`config.mk`:
```
export PLATFORM = sky130hd
export DESIGN_NAME = array_ctrl_32x228
export DESIGN_NICKNAME = d
export VERILOG_FILES = /design/src/rtl/array_ctrl_32x228.sv
export SDC_FILE = /design/constraint.sdc
export NUM_CORES = 1
export LEC_CHECK = 0
export BUFFER_PORTS_ARGS = -buffer_cell sky130_fd_sc_hd__buf_2
export CAP_MARGIN = 40
export CORE_AREA = 10 10 359 361
export CTS_CLUSTER_DIAMETER = 150
export CTS_CLUSTER_SIZE = 12
export DETAILED_ROUTE_END_ITERATION = 7
export DIE_AREA = 0 0 369 371
export GPL_TIMING_DRIVEN = 0
export SKIP_LAST_GASP = 1
export SLEW_MARGIN = 5
export SYNTH_ARGS = -nofsm -noshare
export SYNTH_HDL_FRONTEND = slang
export SYNTH_SLANG_ARGS = --single-unit
```
`constraint.sdc`:
```
create_clock -name clock -period 4.4 [get_ports clock]
set_clock_uncertainty 0.05 [all_clocks]
set_input_delay 0.44 -clock clock [delete_from_list [all_inputs] [get_ports clock]]
set_output_delay 0.44 -clock clock [all_outputs]
set_load 0.005 [all_outputs]
```
`src/rtl/array_ctrl_32x228.sv`:
```
// Single-port SRAM controller: reset clearing sweep, write-priority
// arbitration with read starvation override, and held read response.
module array_ctrl_32x228 #(
    parameter int ENTRIES      = 32,
    parameter int WIDTH        = 228,
    parameter int WAYS         = 2,
    parameter int STARVE_LIMIT = 4
) (
    input  logic                       clock,
    input  logic                       reset_n,
    input  logic                       r_valid,
    output logic                       r_ready,
    input  logic [$clog2(ENTRIES)-1:0] r_addr,
    output logic                       r_resp_valid,
    output logic [WIDTH-1:0]           r_resp_data,
    input  logic                       w_valid,
    output logic                       w_ready,
    input  logic [$clog2(ENTRIES)-1:0] w_addr,
    input  logic [WAYS-1:0]            w_mask,
    input  logic [WIDTH-1:0]           w_data,
    output logic                       init_done,
    output logic                       sram_en,
    output logic                       sram_wmode,
    output logic [$clog2(ENTRIES)-1:0] sram_addr,
    output logic [WAYS-1:0]            sram_wmask,
    output logic [WIDTH-1:0]           sram_wdata,
    input  logic [WIDTH-1:0]           sram_rdata
);

    localparam int AW = $clog2(ENTRIES);
    localparam int SW = $clog2(STARVE_LIMIT + 1);

    typedef enum logic {
        S_INIT,
        S_RUN
    } state_t;

    state_t          state_q, state_d;
    logic [AW-1:0]   sweep_q, sweep_d;
    logic [SW-1:0]   starve_q, starve_d;
    logic            resp_valid_q;
    logic [WIDTH-1:0] hold_q;
    logic            override;
    logic            r_fire;
    logic            w_fire;

    always_comb begin
        state_d    = state_q;
        sweep_d    = sweep_q;
        starve_d   = '0;
        override   = 1'b0;
        r_fire     = 1'b0;
        w_fire     = 1'b0;
        r_ready    = 1'b0;
        w_ready    = 1'b0;
        sram_en    = 1'b0;
        sram_wmode = 1'b0;
        sram_addr  = '0;
        sram_wmask = '0;
        sram_wdata = '0;
        unique case (state_q)
            S_INIT: begin
                // State snaps to INIT on async reset; gate so the bus is idle
                sram_en    = reset_n;
                sram_wmode = 1'b1;
                sram_wmask = '1;
                sram_addr  = sweep_q;
                sweep_d    = sweep_q + AW'(1);
                if (sweep_q == AW'(ENTRIES - 1)) begin
                    state_d = S_RUN;
                end
            end
            S_RUN: begin
                override = (starve_q == SW'(STARVE_LIMIT));
                w_ready  = !override;
                r_ready  = override || !w_valid;
                w_fire   = w_valid && !override;
                r_fire   = r_valid && (override || !w_valid);
                if (w_fire) begin
                    sram_en    = |w_mask;
                    sram_wmode = 1'b1;
                    sram_addr  = w_addr;
                    sram_wmask = w_mask;
                    sram_wdata = w_data;
                end else if (r_fire) begin
                    sram_en   = 1'b1;
                    sram_addr = r_addr;
                end
                if (r_valid && !r_fire) begin
                    starve_d = override ? starve_q : starve_q + SW'(1);
                end
            end
            default: ;
        endcase
    end

    always_ff @(posedge clock or negedge reset_n) begin
        if (!reset_n) begin
            state_q      <= S_INIT;
            sweep_q      <= '0;
            starve_q     <= '0;
            resp_valid_q <= 1'b0;
            hold_q       <= '0;
        end else begin
            state_q      <= state_d;
            sweep_q      <= sweep_d;
            starve_q     <= starve_d;
            resp_valid_q <= r_fire;
            if (resp_valid_q) begin
                hold_q <= sram_rdata;
            end
        end
    end

    assign r_resp_valid = resp_valid_q;
    assign r_resp_data  = resp_valid_q ? sram_rdata : hold_q;
    assign init_done    = (state_q == S_RUN);

endmodule

```
==> results.sh, run 1 <==
export IMPL_grt_antenna_before_repair=74
export IMPL_cts_buffers=26
export IMPL_tritoncts_clock_tree="done"
export IMPL_r2r_end="hold_q[173]"
export IMPL_worst_path_max_fanout=11
export IMPL_globalRouteOverflowTotal=0
export IMPL_power_share_clock_pct=33.1
export IMPL_rr_startpoint="r_resp_valid"
export IMPL_drt_pass1_iter_count=4
export IMPL_global_route_wire_length_before_repair_um=117000
export IMPL_xor_and_xnor_area_share_after_synthesis_pct=0.329
export IMPL_postSynthAreaPerCell_um2=12.9
export IMPL_synthAdderAreaFrac_pct=0.470
export IMPL_hold_path_startpoint="sram_rdata[48]"
export IMPL_synth_compound_area_share_pct=0.646
export IMPL_crit_slowest_cell="sky130_fd_sc_hd__a21boi_2"
export IMPL_critical_path_max_stage_delay_ps=490
export IMPL_total_power_uw=6550
export IMPL_netlist_area_mm2=0.0107
export IMPL_synthesis_nets=1302
export IMPL_final_nets=2478
export IMPL_drt_wirelength_per_cell_um=24.7
export IMPL_hold_end="hold_q[48]"
export IMPL_port_buffer_count=939
export IMPL_initial_standard_cell_utilization_of_the_core_pct=8.78
export IMPL_final_util_pct=16.7
export IMPL_setup_worst_path_class="reg -> out"
export IMPL_n_fill_cell=13600
export IMPL_die_area_mm2=0.137
export IMPL_ys_seq_elements=238
export IMPL_ys_top_cells_by_area="sky130_fd_sc_hd__dfrtp_1 (56%), sky130_fd_sc_hd__mux2_2 (24%), sky130_fd_sc_hd__and3_1 (14%), sky130_fd_sc_hd__buf_2 (1.2%), sky130_fd_sc_hd__clkbuf_2 (0.99%)"
export IMPL_timing_final_crit_period_ps=3350
export IMPL_synthDominantCellAreaShare_pct=55.9
export IMPL_viasPerCell=3.36
export IMPL_gate_count_post_synth=826
export IMPL_post_cts_resized=0
export IMPL_clock_path_buffers=3
export IMPL_drv_slew=0
export IMPL_worst_setup_hold_path_clk_slew_ps=80
export IMPL_number_of_flops_mapped_to_enable_cells_by_yosys=0
export IMPL_totalWireLength_um=90200
export IMPL_hp_class="in -> reg"
export IMPL_die_x_um=369
export IMPL_rsz0062_at_grt="no"
export IMPL_timing_hold_worst_path_depth=2
export IMPL_vias=12300
export IMPL_critPathRequiredTime_ps=3910
export IMPL_main_combinational_cell_family_by_area_after_synthesis="multiplexers"
export IMPL_power_density_cell_area_mw_per_mm2=322
export IMPL_crit_family="buffers and inverters"
export IMPL_worstPathCellList="inv_1 -> ha_1 -> a21boi_2 -> buf_4 -> clkbuf_2 -> and3_1 -> buf_2"
export IMPL_post_synth_mux_area_share_pct=24.3
export IMPL_final_min_period_over_clock_period_pct=76.1
export IMPL_die_height_um=371
export IMPL_num_io_pins=941
export IMPL_crit_path_end_kind="primary output"
export IMPL_netSwitchingFraction_pct=30.9
export IMPL_synth_commonest_cells="sky130_fd_sc_hd__dfrtp_1 (238), sky130_fd_sc_hd__and3_1 (232), sky130_fd_sc_hd__mux2_2 (230)"
export IMPL_seqPwrFrac_pct=39.3
export IMPL_post_synth_num_cell_types=25
export IMPL_flow_area_growth_from_synthesis_pct=90.7
export IMPL_num_rows=128
export IMPL_startpoint_type="flop"
export IMPL_floorplan_core_area_mm2=0.121
export IMPL_detailed_place_hpwl_um=77800
export IMPL_synth_warning_count=0
export IMPL_ys_flop_type="sky130_fd_sc_hd__dfrtp_1"
export IMPL_combPwrFrac_pct=27.6
export IMPL_clock_root_buffer="sky130_fd_sc_hd__clkbuf_16"
export IMPL_crit_arrival_ps=2860
export IMPL_grt_start_max_net_pins=106
export IMPL_cts_sink_count=238
export IMPL_setup_reg_to_reg_worst_slack_ps=2210
export IMPL_gr_usage_all_layers_pct=12.3
export IMPL_number_of_global_route_vias_before_repair=12900
export IMPL_hold_viol=0
export IMPL_critical_path_buf_inv_count=4
export IMPL_run_status="complete, no violations"
export IMPL_synthArstFlopShare_pct=100
export IMPL_relSlewSlack_pct=48.3
export IMPL_h_tree_lvls=1
export IMPL_simple_gate_fraction_of_synth_area_pct=14.8
export IMPL_max_capacitance_violation_count=0
export IMPL_synth_most_common_cell="sky130_fd_sc_hd__dfrtp_1"
export IMPL_post_synth_top_area_cell="sky130_fd_sc_hd__dfrtp_1"
export IMPL_worstSkewPairLatency_ps=600
export IMPL_p_int_uw=4530
export IMPL_number_of_setup_violations_in_the_final_report=0
export IMPL_worst_ir_drop_vdd_mv=0.339
export IMPL_fin_tns_setup_ps=0
export IMPL_antenna_left=0
export IMPL_seq_area_frac_synth_pct=55.9
export IMPL_gp_congestion=0.924
export IMPL_logic_depth_of_the_worst_register_to_register_path=3
export IMPL_share_of_final_layout_standard_cells_stronger_than_drive_strength_1_pct=62.5
export IMPL_fmaxAchievable_mhz=299
export IMPL_initialDrtViolationCount=857
export IMPL_power_leakage_uw=0.0104
export IMPL_hold_worst_slack_ps=66.1
export IMPL_post_route_drc_count=0
export IMPL_tightestPinTransition_ps=773
export IMPL_power_switching_uw=2020
[sequential cells by signal (all words and copies together) (netlist names)]
name,cells
starve_q,3
sweep_q,5
init_done,1
r_resp_valid,1
hold_q,228
[layout by cell type, fill, tap and decap left out, drive strengths merged, types with 2 or more instances in the layout]
master         n
dlygate4sd3  206
clkbuf        78
nand3          5
and2           2
a31oi          5
nor2           7
buf          972
a21boi         2
inv            7
and3         232
dfrtp        238
ha             4
xnor2          3
diode         13
mux2         230
nand2          9
[per-stage QoR]
step                      setup slack (ps)  cell area, µm²  std cells
after floorplan                       2620           10700        826
after global placement               -2030           17400       3390
after detailed placement              1460           17500       3393
after CTS                              855           20300       3635
after global routing                   866           20300       3638
final                                 1050           20300       3648
[power groups by stage]
stage | logic [µW] | clock network (µW) | registers, µW
2_1_floorplan | 606 | 0 | 2580
3_3_place_gp | 1660 | 0 | 2600
3_5_place_dp | 1670 | 0 | 2620
4_1_cts | 1850 | 2310 | 2580
5_1_grt | 1980 | 2350 | 2610
6_report | 1810 | 2170 | 2570
[worst max path at each step]
stage                 startpoint         endpoint  slack (ps)  cells after the start
CTS                 r_resp_valid  r_resp_data[25]         860                      4
detailed placement       w_valid  sram_wdata[107]        1460                      5
global placement         reset_n       hold_q[26]       -2030                      1
global route        r_resp_valid  r_resp_data[25]         870                      4
floorplan            starve_q[0]  sram_wdata[100]        2620                      6
finish               starve_q[0]   sram_wdata[26]        1050                      7
[worst register-to-register path, delay by kind of cell (launching register included)]
kind | cells | cell delay (ps)
buf+inv | 2 | 1160
flops | 1 | 460
mux | 1 | 410
[cell type report]
cell class	instances	area [µm²]	area share [%]
repair buffers	1148	6840	33.7
flip-flops and latches	238	5960	29.3
multi-input cells	506	4320	21.3
well taps	1625	2030	10.0
clock buffers	30	676	3.33
plain buffers	78	359	1.77
clock inverters	6	80.1	0.394
diodes	13	32.5	0.160
inverters	4	15.0	0.0739
[metal layers]
metal | track usage [%] | wire [µm]
met3 | 5.74 | 10100
met5 | 0 | 77
met1 | 13.1 | 32500
met2 | 22.1 | 44900
met4 | 2.00 | 2630
[kinds of logic after synthesis]
logic type | after synthesis
multiplexers | 230
XOR/XNOR | 4
adder cells (fa/ha/maj) | 4
AND/OR/NAND/NOR | 259
buffers and inverters | 82
AO/OA/AOI/OAI | 9
flip-flops | 238
[timing repair]
| item | in CTS | in global routing |
|---|---|---|
| hold buffers | 206 | 0 |
| buffers inserted | 0 | 0 |
| endpoints found under the hold margin | 241 | 0 |
No activity file was read; power rests on OpenSTA's default activity.
==> run 2: changes to the inputs <==
--- a/config.mk
+++ b/config.mk
@@ -7,11 +7,11 @@
 export LEC_CHECK = 0
 export BUFFER_PORTS_ARGS = -buffer_cell sky130_fd_sc_hd__buf_2
 export CAP_MARGIN = 40
-export CORE_AREA = 10 10 359 361
+export CORE_AREA = 10 10 362 364
 export CTS_CLUSTER_DIAMETER = 150
 export CTS_CLUSTER_SIZE = 12
 export DETAILED_ROUTE_END_ITERATION = 7
-export DIE_AREA = 0 0 369 371
+export DIE_AREA = 0 0 372 374
 export GPL_TIMING_DRIVEN = 0
 export SKIP_LAST_GASP = 1
 export SLEW_MARGIN = 5
==> constraint.sdc (replaced) <==
create_clock -name clock -period 3.3 [get_ports clock]
set_clock_uncertainty 0.05 [all_clocks]
set_input_delay 0.33 -clock clock [delete_from_list [all_inputs] [get_ports clock]]
set_output_delay 0.33 -clock clock [all_outputs]
set_load 0.005 [all_outputs]
==> results.sh, run 2 (synthesized netlist as in run 1, its figures left out) <==
export IMPL_run_status="complete, no violations"
export IMPL_num_io_pins=941
export IMPL_gr_usage_all_layers_pct=12.5
export IMPL_relSlewSlack_pct=50.7
export IMPL_crit_arrival_ps=2720
export IMPL_tritoncts_clock_tree="done"
export IMPL_clock_root_buffer="sky130_fd_sc_hd__clkbuf_16"
export IMPL_worst_setup_hold_path_clk_slew_ps=80
export IMPL_worst_path_max_fanout=10
export IMPL_hp_class="in -> reg"
export IMPL_layout_top_registers="hold_q x228, sweep_q x5, starve_q x3"
export IMPL_grt_antenna_before_repair=44
export IMPL_number_of_setup_violations_in_the_final_report=0
export IMPL_critPathRequiredTime_ps=2920
export IMPL_die_area_mm2=0.139
export IMPL_post_place_ws_ps=19.8
export IMPL_critical_path_buf_inv_count=5
export IMPL_cts_sink_count=238
export IMPL_number_of_global_route_vias_before_repair=12900
export IMPL_critical_path_top_cell_by_count="sky130_fd_sc_hd__buf_4"
export IMPL_logic_depth_of_the_worst_register_to_register_path=3
export IMPL_total_power_uw=8570
export IMPL_rsz0062_at_grt="no"
export IMPL_global_route_wire_length_before_repair_um=120000
export IMPL_clock_path_buffers=3
export IMPL_die_height_um=374
export IMPL_max_capacitance_violation_count=0
export IMPL_seqPwrFrac_pct=40.1
export IMPL_crit_family="buffers and inverters"
export IMPL_detailed_place_area_mm2=0.0175
export IMPL_initial_standard_cell_utilization_of_the_core_pct=8.64
export IMPL_largest_reg_flops=228
export IMPL_h_tree_lvls=1
export IMPL_die_x_um=372
export IMPL_vias=12000
export IMPL_top_register_by_number_of_flip_flops="hold_q"
export IMPL_share_of_final_layout_standard_cells_stronger_than_drive_strength_1_pct=62.1
export IMPL_drv_slew=0
export IMPL_viasPerCell=3.26
export IMPL_mostFrequentLayoutCell="sky130_fd_sc_hd__buf_2"
export IMPL_worstPathCellList="inv_1 -> ha_1 -> a21boi_4 -> buf_4 -> buf_4 -> clkbuf_2 -> and3_1 -> buf_2"
export IMPL_critical_path_max_stage_delay_ps=370
export IMPL_p_int_uw=5930
export IMPL_grt_start_max_net_pins=105
export IMPL_setup_worst_path_class="reg -> out"
export IMPL_num_rows=129
export IMPL_port_buffer_count=939
export IMPL_antenna_left=0
export IMPL_hold_viol=0
export IMPL_drt_wirelength_per_cell_um=25.1
export IMPL_tightestPinTransition_ps=739
export IMPL_setup_slack_ps=197
export IMPL_crit_path_end_kind="primary output"
export IMPL_power_share_clock_pct=31.3
export IMPL_startpoint_type="flop"
export IMPL_netSwitchingFraction_pct=30.7
export IMPL_initialDrtViolationCount=644
export IMPL_worstSetupPathDepth=8
export IMPL_stdcell_area_mm2=0.0205
export IMPL_timing_hold_worst_path_depth=2
export IMPL_detailed_place_hpwl_um=79900
export IMPL_fmaxAchievable_mhz=322
export IMPL_flow_area_growth_from_synthesis_pct=92.4
export IMPL_worst_ir_drop_vdd_mv=0.370
export IMPL_final_nets=2497
export IMPL_totalWireLength_um=92300
export IMPL_most_common_layout_cells="sky130_fd_sc_hd__buf_2 (960), sky130_fd_sc_hd__dfrtp_1 (237), sky130_fd_sc_hd__and3_1 (232), sky130_fd_sc_hd__mux2_2 (230), sky130_fd_sc_hd__dlygate4sd3_1 (224)"
export IMPL_drt_pass1_iter_count=5
export IMPL_crit_slowest_cell="sky130_fd_sc_hd__dfrtp_1"
export IMPL_worstSkewPairLatency_ps=620
export IMPL_power_density_cell_area_mw_per_mm2=418
export IMPL_globalRouteOverflowTotal=0
export IMPL_combPwrFrac_pct=28.7
export IMPL_timing_final_crit_period_ps=3100
export IMPL_floorplan_core_area_mm2=0.123
export IMPL_power_leakage_uw=0.0105
export IMPL_cts_buffers=25
export IMPL_power_switching_uw=2630
export IMPL_gp_congestion=0.931
export IMPL_post_route_drc_count=0
export IMPL_final_min_period_over_clock_period_pct=94.0
==> run 2: cell count changes in the layout (fill, tap and decap cells not counted), sizes merged <==
cell and change:
clkinvlp -1, diode +2, dlygate4sd3 +18, bufinv -1, buf +2, clkbuf -3
==> run 2: through the flow <==
step           cells  TNS [ps]  util (%)  hold slack [ps]
6_report        3677         0      16.6             58.9
5_1_grt         3667         0      16.6             26.5
4_1_cts         3662     -17.3      16.6             2.59
3_5_place_dp    3405         0      14.2              207
3_3_place_gp    3402   -662950      14.1              426
2_1_floorplan    826         0         -            -15.6
==> run 2: final cells by class <==
| type | instances | area, µm² |
|---|---|---|
| plain buffers | 78 | 369 |
| inverters | 4 | 15.0 |
| flip-flops and latches | 238 | 5960 |
| clock buffers | 27 | 653 |
| multi-input cells | 506 | 4330 |
| clock inverters | 4 | 47.5 |
| diodes | 15 | 37.5 |
| fillers | 13700 | 103000 |
| repair buffers | 1168 | 7040 |
| well taps | 1637 | 2050 |
==> run 2: layer usage <==
metal	GRT usage [%]	share of wire, %	vias to the layer above	routed length, µm
met5	0	0.071	-	66
met4	2.98	2.8	10	2580
met3	4.99	10	127	9260
met2	23.1	52	683	48000
met1	12.9	35	5840	32500
li1	-	-	5327	-
==> run 2: final timing paths <==
check / from / to / slack, ps
setup / recovery: starve_q[0] / sram_wdata[156] / 200
hold / removal: sram_rdata[6] / hold_q[6] / 60
setup reg to reg: r_resp_valid / hold_q[18] / 1260
hold reg to reg: hold_q[109] / hold_q[109] / 440
max in group asynchronous: reset_n / hold_q[80] / 2100
min in group asynchronous: reset_n / hold_q[151] / 200
==> run 2: power groups by stage <==
stage	sequential (µW)	clock, µW	combinational (µW)
after floorplan	3440	0	808
after global placement	3470	0	2250
after detailed placement	3490	0	2280
after CTS	3430	2850	2520
after global routing	3470	2900	2680
final	3430	2680	2460
==> run 2: timing repair <==
item                                   CTS  global route
buffers inserted                         2             0
resized for setup                        6             1
gates cloned                             0             0
endpoints found under the hold margin  287             0
hold buffers                           224             0
pin swaps                                1             0
setup endpoints to repair              242             2
==> run 3: changes to the inputs <==
--- a/config.mk
+++ b/config.mk
@@ -5,13 +5,14 @@
 export SDC_FILE = /design/constraint.sdc
 export NUM_CORES = 1
 export LEC_CHECK = 0
+export ABC_AREA = 1
 export BUFFER_PORTS_ARGS = -buffer_cell sky130_fd_sc_hd__buf_2
 export CAP_MARGIN = 40
-export CORE_AREA = 10 10 362 364
+export CORE_AREA = 2 2 369 371
 export CTS_CLUSTER_DIAMETER = 150
 export CTS_CLUSTER_SIZE = 12
 export DETAILED_ROUTE_END_ITERATION = 7
-export DIE_AREA = 0 0 372 374
+export DIE_AREA = 0 0 371 373
 export GPL_TIMING_DRIVEN = 0
 export SKIP_LAST_GASP = 1
 export SLEW_MARGIN = 5
==> results.sh, run 3 <==
export IMPL_worst_ir_drop_vdd_mv=0.394
export IMPL_crit_slowest_cell="sky130_fd_sc_hd__dfrtp_1"
export IMPL_max_capacitance_violation_count=0
export IMPL_fmaxAchievable_mhz=320
export IMPL_crit_path_end_kind="primary output"
export IMPL_largest_reg_flops=228
export IMPL_antenna_left=0
export IMPL_worst_path_max_fanout=10
export IMPL_relSlewSlack_pct=52.9
export IMPL_n_fill_cell=15100
export IMPL_post_synth_top_area_cell="sky130_fd_sc_hd__dfrtp_1"
export IMPL_seqPwrFrac_pct=38.0
export IMPL_startpoint_type="flop"
export IMPL_viasPerCell=3.21
export IMPL_clock_root_buffer="sky130_fd_sc_hd__clkbuf_16"
export IMPL_timing_hold_worst_path_depth=2
export IMPL_initialDrtViolationCount=718
export IMPL_timing_final_crit_period_ps=3130
export IMPL_logic_depth_of_the_worst_register_to_register_path=3
export IMPL_synthesis_nets=1542
export IMPL_globalRouteOverflowTotal=0
export IMPL_num_io_pins=941
export IMPL_hold_viol=0
export IMPL_gate_count_post_synth=1066
export IMPL_die_height_um=373
export IMPL_setup_worst_path_class="reg -> out"
export IMPL_die_x_um=371
export IMPL_worst_setup_hold_path_clk_slew_ps=60
export IMPL_number_of_flops_mapped_to_enable_cells_by_yosys=0
export IMPL_critical_path_top_cell_by_count="sky130_fd_sc_hd__buf_2"
export IMPL_hp_class="in -> reg"
export IMPL_top_register_by_number_of_flip_flops="hold_q"
export IMPL_power_share_clock_pct=32.1
export IMPL_postSynthAreaPerCell_um2=10.8
export IMPL_rr_startpoint="r_resp_valid"
export IMPL_seq_area_frac_synth_pct=51.9
export IMPL_synth_most_common_cell="sky130_fd_sc_hd__dfrtp_1"
export IMPL_worstSkewPairLatency_ps=570
export IMPL_combPwrFrac_pct=29.8
export IMPL_tritoncts_clock_tree="done"
export IMPL_gr_usage_all_layers_pct=13.9
export IMPL_critPathRequiredTime_ps=2920
export IMPL_synthArstFlopShare_pct=100
export IMPL_share_of_final_layout_standard_cells_stronger_than_drive_strength_1_pct=60.4
export IMPL_global_route_wire_length_before_repair_um=127000
export IMPL_h_tree_lvls=1
export IMPL_ys_seq_elements=238
export IMPL_fin_tns_setup_ps=0
export IMPL_die_area_mm2=0.138
export IMPL_worstPathCellList="buf_2 -> buf_4 -> mux2_2 -> buf_2"
export IMPL_post_layout_nonfiller_instances=4077
export IMPL_cts_buffers=27
export IMPL_synth_warning_count=0
export IMPL_grt_use_met1_pct=14.3
export IMPL_post_place_ws_ps=652
export IMPL_critical_path_max_stage_delay_ps=610
export IMPL_flow_area_growth_from_synthesis_pct=88.1
export IMPL_cts_sink_count=238
export IMPL_setup_slack_ps=173
export IMPL_grt_util_met3_pct=8.56
export IMPL_number_of_global_route_vias_before_repair=13400
export IMPL_layout_top_registers="hold_q x228, sweep_q x5, starve_q x3"
export IMPL_number_of_setup_violations_in_the_final_report=0
export IMPL_place_detailed_instances=3790
export IMPL_port_buffer_count=940
export IMPL_final_min_period_over_clock_period_pct=94.8
export IMPL_num_rows=135
export IMPL_synth_commonest_cells="sky130_fd_sc_hd__dfrtp_1 (238), sky130_fd_sc_hd__mux2_2 (228), sky130_fd_sc_hd__nand2_1 (204)"
export IMPL_rsz0062_at_grt="no"
export IMPL_total_power_uw=9030
export IMPL_setup_reg_to_reg_worst_slack_ps=1120
export IMPL_final_nets=2740
export IMPL_drv_slew=0
export IMPL_power_switching_uw=2930
export IMPL_ys_top_cells_by_area="sky130_fd_sc_hd__dfrtp_1 (52%), sky130_fd_sc_hd__mux2_2 (22%), sky130_fd_sc_hd__nand2_1 (6.7%), sky130_fd_sc_hd__nor2_1 (6.1%), sky130_fd_sc_hd__nand2_2 (2.8%)"
export IMPL_post_synth_num_cell_types=26
export IMPL_power_density_cell_area_mw_per_mm2=418
export IMPL_post_route_drc_count=0
export IMPL_ys_flop_type="sky130_fd_sc_hd__dfrtp_1"
export IMPL_vias=13100
export IMPL_grt_start_max_net_pins=109
export IMPL_initial_standard_cell_utilization_of_the_core_pct=8.52
export IMPL_hold_end="hold_q[6]"
export IMPL_use_met2_pct=23.5
export IMPL_detailed_place_hpwl_um=87600
export IMPL_drt_wirelength_per_cell_um=24.8
export IMPL_synthDominantCellAreaShare_pct=51.9
export IMPL_floorplan_core_area_mm2=0.135
export IMPL_tightestPinTransition_ps=706
export IMPL_hold_path_startpoint="sram_rdata[6]"
export IMPL_netSwitchingFraction_pct=32.4
export IMPL_final_util_pct=16.0
export IMPL_totalWireLength_um=101000
export IMPL_power_leakage_uw=0.0107
export IMPL_crit_arrival_ps=2750
export IMPL_gp_congestion=0.981
export IMPL_most_common_layout_cells="sky130_fd_sc_hd__buf_2 (954), sky130_fd_sc_hd__dfrtp_1 (238), sky130_fd_sc_hd__mux2_2 (228), sky130_fd_sc_hd__dlygate4sd3_1 (226), sky130_fd_sc_hd__nand2_1 (204)"
export IMPL_drt_pass1_iter_count=5
export IMPL_mostFrequentLayoutCell="sky130_fd_sc_hd__buf_2"
export IMPL_r2r_end="hold_q[106]"
export IMPL_run_status="complete, no violations"
export IMPL_clock_path_buffers=3
export IMPL_gr_max_usage_layer="met2"
export IMPL_netlist_area_mm2=0.0115
export IMPL_p_int_uw=6100
export IMPL_grt_antenna_before_repair=66
-- run 3: changes by cell type after synthesis, sizes merged, moves of 4 or more --
cell / before / now
a31oi: 5 / 0
clkbuf: 48 / 16
nand4: 0 / 4
and3: 232 / 1
nand2: 9 / 256
nor2: 7 / 235
buf: 30 / 61
inv: 4 / 8
-- run 3: worst max path at each step --
stage | end | slack, ps | startpoint
floorplan | sram_wdata[129] | 1640 | starve_q[0]
global placement | sweep_q[0] | -2850 | reset_n
detailed placement | r_resp_data[139] | 650 | r_resp_valid
CTS | r_resp_data[98] | 6 | r_resp_valid
global route | sram_wdata[25] | 50 | starve_q[0]
finish | r_resp_data[98] | 170 | r_resp_valid
-- run 3: logic make-up after synthesis --
logic type | after synthesis | share of synthesized area (%)
and+or+nand+nor | 504 | 19.0
xor gates and xnor gates | 4 | 0.306
AOI/OAI and AO/OA | 3 | 0.131
adders and majority gates | 4 | 0.437
muxes | 228 | 22.4
buffers and inverters | 85 | 5.79
DFF | 238 | 51.9
-- run 3: what timing repair did --
action | in CTS | in global routing
endpoints found under the hold margin | 303 | 0
hold buffers | 226 | 0
buffers inserted | 0 | 0
gates resized for setup | 1 | 0
endpoints found under the setup margin | 9 | 0
-- run 3: area by class of cell --
cell class,instances,area [µm²],area share (%)
multi-input combinational,743,4850,22.5
buffer,77,634,2.94
clock buffer,27,676,3.13
antenna,26,65.1,0.302
sequential,238,5960,27.6
timing repair buffer,1169,7040,32.6
inverter,8,32.5,0.151
tap,1781,2230,10.3
clock inverter,8,91.3,0.423
-- run 3: metal layers --
| metal | vias to the layer above | wire length [µm] |
|---|---|---|
| met5 | - | 193 |
| met4 | 16 | 3150 |
| met3 | 171 | 14600 |
| met2 | 769 | 47600 |
| met1 | 6323 | 35500 |
| li1 | 5825 | - |
-- run 3: critical path: cells and delay by family, from the launching register on --
kind	cells	cell delay, ps
buffers and inverters	3	1130
DFF	1	610
muxes	1	390
-- run 3: power groups by stage --
| stage | sequential (µW) | combinational, µW | clock, µW |
|---|---|---|---|
| detailed placement | 3490 | 2520 | 0 |
| floorplan | 3440 | 890 | 0 |
| global route | 3470 | 2940 | 3150 |
| finish | 3430 | 2690 | 2900 |
| CTS | 3430 | 2760 | 3090 |
| global placement | 3470 | 2490 | 0 |
-- run 3: through the flow --
stage	cell area [µm²]	hold slack [ps]
5_1_grt	21500	13.9
6_report	21600	37.5
4_1_cts	21500	2.32
3_5_place_dp	18500	191
3_3_place_gp	18400	397
2_1_floorplan	11500	-15.6
